<file path="src/rtl/sfu_out_sched.sv">
// -----------------------------------------------------------------------------
// sfu_out_sched
//   Output scheduler sitting in front of the SFU output buffer. Each of the two
//   SFU result lanes is buffered in its own small FIFO. A round-robin arbiter
//   with a per-lane burst limit picks which FIFO feeds a single registered
//   output beat. The output beat is handed over with a valid/ready handshake,
//   which decouples producer bursts from output-buffer backpressure.
//
// Ports
//   clk        clock, all state updates on the rising edge
//   rstn       asynchronous reset, active-high (flushes FIFOs and output beat)
//   enable     1 = grants allowed, 0 = arbitration frozen (held beat may drain)
//   in0_data   lane 0 beat, element k at [k*DATA_W +: DATA_W]
//   in0_valid  lane 0 beat present
//   in0_ready  lane 0 FIFO not full
//   in1_data   lane 1 beat
//   in1_valid  lane 1 beat present
//   in1_ready  lane 1 FIFO not full
//   out_data   granted beat (registered)
//   out_src    source lane of out_data
//   out_valid  out_data / out_src valid
//   out_ready  output buffer accepts the beat
//   busy       any FIFO non-empty or an output beat is held
// -----------------------------------------------------------------------------
module sfu_out_sched #(
   parameter int DATA_W     = 32,
   parameter int LANES      = 8,
   parameter int FIFO_DEPTH = 4,
   parameter int MAX_BURST  = 4
) (
   input  logic                    clk,
   input  logic                    rstn,
   input  logic                    enable,
   input  logic [LANES*DATA_W-1:0] in0_data,
   input  logic                    in0_valid,
   output logic                    in0_ready,
   input  logic [LANES*DATA_W-1:0] in1_data,
   input  logic                    in1_valid,
   output logic                    in1_ready,
   output logic [LANES*DATA_W-1:0] out_data,
   output logic                    out_src,
   output logic                    out_valid,
   input  logic                    out_ready,
   output logic                    busy
);

   localparam int BW  = LANES * DATA_W;
   localparam int AW  = $clog2(FIFO_DEPTH);
   localparam int CW  = AW + 1;
   localparam int BCW = $clog2(MAX_BURST + 1);

   localparam logic [CW-1:0]  DEPTH_C = CW'(FIFO_DEPTH);
   localparam logic [CW-1:0]  CNT_ONE = CW'(1);
   localparam logic [BCW-1:0] MAXB_C  = BCW'(MAX_BURST);
   localparam logic [BCW-1:0] BC_ONE  = BCW'(1);

   // FIFO storage (data only, never reset) and per-lane control state
   logic [BW-1:0] r_mem [2][FIFO_DEPTH];
   logic [AW-1:0] r_wp  [2];
   logic [AW-1:0] r_rp  [2];
   logic [CW-1:0] r_cnt [2];

   // Arbiter state
   logic           r_ptr;
   logic [BCW-1:0] r_bc;

   // Output register
   logic [BW-1:0] r_out_data;
   logic          r_out_src;
   logic          r_out_valid;

   logic [BW-1:0]  w_in_data [2];
   logic [1:0]     w_in_valid;
   logic [1:0]     w_in_ready;
   logic [1:0]     w_ne;
   logic [1:0]     w_push;
   logic [1:0]     w_pop;
   logic           w_load;
   logic           w_grant;
   logic [BCW-1:0] w_bc_next;
   logic [BW-1:0]  w_head;

   assign w_in_data[0] = in0_data;
   assign w_in_data[1] = in1_data;
   assign w_in_valid   = {in1_valid, in0_valid};

   always_comb begin
      for (int l = 0; l < 2; l++) begin
         w_in_ready[l] = (r_cnt[l] != DEPTH_C);
         w_ne[l]       = (r_cnt[l] != '0);
      end
   end

   assign w_push = w_in_valid & w_in_ready;

   // A new beat may enter the output register only when the slot is free or
   // its current beat is being taken this cycle.
   assign w_load = enable & (|w_ne) & (~r_out_valid | out_ready);

   // Burst limit only matters under contention; a lone requester always wins.
   always_comb begin
      w_grant = 1'b0;
      if (w_ne[0] && w_ne[1]) begin
         w_grant = (r_bc >= MAXB_C) ? ~r_ptr : r_ptr;
      end else begin
         w_grant = w_ne[1];
      end
   end

   always_comb begin
      w_bc_next = r_bc;
      if (w_grant != r_ptr) begin
         w_bc_next = BC_ONE;
      end else if (r_bc < MAXB_C) begin
         w_bc_next = r_bc + BC_ONE;
      end
   end

   assign w_pop[0] = w_load & ~w_grant;
   assign w_pop[1] = w_load &  w_grant;
   assign w_head   = w_grant ? r_mem[1][r_rp[1]] : r_mem[0][r_rp[0]];

   // FIFO write port
   always_ff @(posedge clk) begin
      for (int l = 0; l < 2; l++) begin
         if (w_push[l]) begin
            r_mem[l][r_wp[l]] <= w_in_data[l];
         end
      end
   end

   // FIFO pointers and occupancy
   always_ff @(posedge clk or posedge rstn) begin
      if (rstn) begin
         for (int l = 0; l < 2; l++) begin
            r_wp[l]  <= '0;
            r_rp[l]  <= '0;
            r_cnt[l] <= '0;
         end
      end else begin
         for (int l = 0; l < 2; l++) begin
            if (w_push[l]) begin
               r_wp[l] <= r_wp[l] + 1'b1;
            end
            if (w_pop[l]) begin
               r_rp[l] <= r_rp[l] + 1'b1;
            end
            case ({w_push[l], w_pop[l]})
               2'b10:   r_cnt[l] <= r_cnt[l] + CNT_ONE;
               2'b01:   r_cnt[l] <= r_cnt[l] - CNT_ONE;
               default: r_cnt[l] <= r_cnt[l];
            endcase
         end
      end
   end

   // Arbiter pointer / burst count and output register
   always_ff @(posedge clk or posedge rstn) begin
      if (rstn) begin
         r_ptr       <= 1'b0;
         r_bc        <= '0;
         r_out_valid <= 1'b0;
         r_out_src   <= 1'b0;
         r_out_data  <= '0;
      end else begin
         if (w_load) begin
            r_ptr       <= w_grant;
            r_bc        <= w_bc_next;
            r_out_valid <= 1'b1;
            r_out_src   <= w_grant;
            r_out_data  <= w_head;
         end else if (out_ready) begin
            r_out_valid <= 1'b0;
         end
      end
   end

   assign in0_ready = w_in_ready[0];
   assign in1_ready = w_in_ready[1];
   assign out_data  = r_out_data;
   assign out_src   = r_out_src;
   assign out_valid = r_out_valid;
   assign busy      = (|w_ne) | r_out_valid;

endmodule

</file>
<file path="config.mk">
export PLATFORM = sky130hd
export DESIGN_NAME = sfu_out_sched
export DESIGN_NICKNAME = d
export VERILOG_FILES = /design/src/rtl/sfu_out_sched.sv
export SDC_FILE = /design/constraint.sdc
export NUM_CORES = 2
export LEC_CHECK = 0
export BUFFER_PORTS_ARGS = -buffer_cell sky130_fd_sc_hd__clkbuf_2
export CAP_MARGIN = 20
export CORE_ASPECT_RATIO = 1.2
export CORE_UTILIZATION = 59
export CTS_CLUSTER_SIZE = 25
export DETAILED_ROUTE_END_ITERATION = 8
export PLACE_DENSITY = 0.79
export SLEW_MARGIN = 10
export SYNTH_ARGS = -nofsm -noshare
export SYNTH_HDL_FRONTEND = slang
export SYNTH_SLANG_ARGS = --single-unit
export TNS_END_PERCENT = 1
</file>
<file path="constraint.sdc">
create_clock -name clk -period 13.2 [get_ports clk]
set_input_delay 3.3 -clock clk [delete_from_list [all_inputs] [get_ports clk]]
set_output_delay 3.3 -clock clk [all_outputs]
set_load 0.02 [all_outputs]
</file>
==> qor.yml <==
detailed_routing:
  finalWirelength_mm: 215.0
  ant_nets: 0
  drc_errors: 0
  via_per_inst: 6.375
  drt-wirelength-per-cell_um: 31.11
  drt-initial-drc-count: 5011
  dr.pass1.iters: 6
  vias: 44050
job:
  maxCapViolations: 0
synthesis:
  synth_top_family_by_area: "multiplexers"
  synthMuxAreaShare_pct: 13.60
  synth_largest_area_cell: "edfxtp_1"
  ys_ff_latch: 2323
  postSynthAreaPerCell_um2: 21.89
  synthCells: 3894
  ys_warn_count: 0
  synth_area_mm2: 0.08524
  synth_fa_ha_area_share_pct: 0.2084
  ys_types: 34
  synth_xor_area_share_pct: 0.1336
  synth.area.top_cells: "edfxtp_1 72%, mux4_2 14%, dfrtp_1 8.1%"
  synth_top_area_share_pct: 72.15
  synth_compound_area_share_pct: 2.368
  yosysSeqAreaShare_pct: 80.22
  synthSimpleGateAreaFrac_pct: 2.457
  syn_nets: 4425
worst_setup_path:
  endpoint_kind: "primary output"
  crit_slowest_cell: "or3_1"
  path_buf_inv: 1
  startpoint_type: "flop"
  critical_path.top_delay_family: "simple AND/OR/NAND/NOR gates"
  crit_top_cell: "or3_1"
  critPathMaxStageDelay_ns: 0.54
  crit_required_ns: 9.90
  cp_max_fo: 7
  crit_chain: "or3_1 > or3_1 > clkbuf_2"
  worstSetupPathType: "flop to primary output"
  arrival_ns: 2.41
final_layout:
  finalInstanceArea_mm2: 0.09856
  drive_gt1_share_pct: 34.15
  final_util_pct: 68.82
  area_growth_pct: 15.63
  finalNetCount: 5265
  fillers: 8416
hold_path:
  min-delay-path-class: "flop to flop"
timing:
  setup_ws_ns: 7.494
  setup_tns_ns: 0
  finClkSkew_ns: 0.04077
  fin_crit_ns: 5.706
  slew_violations: 0
  tightest_slew_ns: 1.324
  fmax_ghz: 0.1752
  setup_viol: 0
  finalCritPeriodShare_pct: 43.23
  hold_viol_final: 0
  maxSlewHeadroom_pct: 11.71
  grt_setup_unrepaired: "no"
floorplanning:
  die_area_mm2: 0.1460
  die_y_um: 418.4
  initial_core_util_pct: 59.52
  top_level_ports: 779
  core_area_mm2: 0.1432
  die_x_um: 349.0
  rows: 152
clock_tree:
  cts_tree: "yes"
  cts_sinks: 2323
  cts_resized: 0
  clk_path_buf_depth: 3
  numCtsBuffers: 207
  path_clk_slew_ns: 0.06
  clk_latency_ns: 0.88
  postCtsHoldBufs: 0
  root_buffer: "clkbuf_16"
  cts_setup_buffers: 0
  htreeDepth: 4
place:
  dp_slack_ns: 6.872
  place_area_mm2: 0.09135
  place_hpwl_mm: 119.3
  port_buffers: 778
  place_congestion: 0.7993
pwr:
  irDropWorstVdd_mv: 0.2773
  p_leak_nw: 34.94
  power_density_mw_per_mm2: 234.9
global_routing:
  grt_pass1_wl_mm: 305.9
  grt_start_max_net_pins: 142
  grt_pass1_vias: 45430
  overflow: 0
  track_usage_pct: 29.36
  antenna_found_initial: 108
outcome:
  run_status: "finished clean"
path summary, 6_finish.rpt:
| kind | slack [ns] | cells after the start | endpoint | start |
|---|---|---|---|---|
| worst min-delay path | 0.46 | 2 | out_data[10]$_DFFE_PP0N_ | out_data[10]$_DFFE_PP0N_ |
| min in group asynchronous | 2.62 | 2 | out_data[200]$_DFFE_PP0N_ | rstn |
| worst max register to register | 9.30 | 6 | out_data[78]$_DFFE_PP0N_ | r_cnt[0]$_DFFE_PP0P_ |
| worst max-delay path | 7.49 | 3 | busy | r_cnt[3]$_DFFE_PP0P_ |
| max in group asynchronous | 8.56 | 4 | out_data[148]$_DFFE_PP0N_ | rstn |
| worst min register to register | 0.46 | 2 | out_data[10]$_DFFE_PP0N_ | out_data[10]$_DFFE_PP0N_ |
cell usage in the layout (no fill, tap or decap), types with 8 or more instances in the layout:
cell	netlist	layout
xnor2_1	8	8
a22oi_1	256	256
clkinv_2	0	39
ha_1	11	11
nand2_1	520	520
clkbuf_1	134	59
edfxtp_1	2048	2048
buf_4	2	44
dfrtp_1	275	271
clkbuf_16	0	209
clkbuf_8	0	25
buf_12	0	11
clkbuf_2	0	778
diode_2	0	68
mux4_2	512	512
clkinv_1	0	19
and3_4	0	8
bufinv_16	0	20
inv_1	12	11
final cells by class:
| class | instances | area (um2) | area share (%) |
|---|---|---|---|
| Sequential cell | 2323 | 68400 | 69.39 |
| Multi-Input combinational cell | 1355 | 16050 | 16.28 |
| Clock buffer | 293 | 5796 | 5.880 |
| Timing Repair Buffer | 835 | 4499 | 4.565 |
| Tap cell | 1925 | 2409 | 2.444 |
| Clock inverter | 99 | 1191 | 1.209 |
| Antenna cell | 68 | 170.2 | 0.1726 |
| Inverter | 12 | 52.55 | 0.05332 |
stage by stage:
step	hold slack [ns]	instances	total power [W]
finish	0.4639	6910	0.02315
global route	0.4831	6898	0.02392
CTS	0.4688	6840	0.02324
detailed placement	0.4542	6448	0.01700
global placement	0.4484	6448	0.01677
floorplan	0.4570	3894	0.01503
Yosys cell counts:
master	instances
mux2_2	3
dfrtp_1	275
a22oi_1	256
nand4_1	2
nor3_1	2
edfxtp_1	2048
a21o_1	1
nand2b_1	1
mux2i_1	3
and2_1	2
nor2b_1	2
or3_1	3
mux4_2	512
xnor2_1	8
o211ai_1	1
a21oi_1	2
a2111oi_0	1
nand2_1	520
a22o_1	1
ha_1	11
and3_1	8
clkbuf_1	134
a221o_1	1
o2111a_1	1
inv_1	12
nand3_1	1
buf_1	33
fa_1	2
buf_4	2
o21ai_0	1
buf_2	35
a2111oi_4	1
xor2_1	5
nor2_1	4
power by group:
| group | leakage [nW] | total (W) | internal [W] | switching, W |
|---|---|---|---|---|
| registers | 22.2 | 0.0107 | 0.00987 | 0.000807 |
| clock network | 3.42 | 0.00615 | 0.00347 | 0.00268 |
| logic | 9.37 | 0.00632 | 0.00249 | 0.00383 |
| total | 34.9 | 0.0232 | 0.0158 | 0.00732 |
logic make-up after synthesis:
family	after synthesis
adders and majority gates	13
AOI/OAI and AO/OA	266
xor gates and xnor gates	13
and+or+nand+nor	545
muxes	518
DFF	2323
buffers and inverters	216
sequential cells by signal, indices dropped and copies added (netlist names):
name,count
r_mem,2048
out_data,256
r_cnt,6
r_rp,4
r_wp,4
r_bc,3
out_src,1
out_valid,1
per-layer routing:
layer  routed length, um  vias to the layer above  global-route usage [%]
met3               22190                      543                   8.230
met5                 565                        -                       0
met4                9544                       86                   14.20
li1                    -                    17700                       -
met1               72790                    23030                   36.55
met2              109900                     2695                   47.87
worst min-delay path: cells and delay by family, from the launching register on:
family / cells / cell delay, ns
flip-flops: 1 / 0.34
AND/OR/NAND/NOR: 2 / 0.10
(Power assumes the default switching activity.)
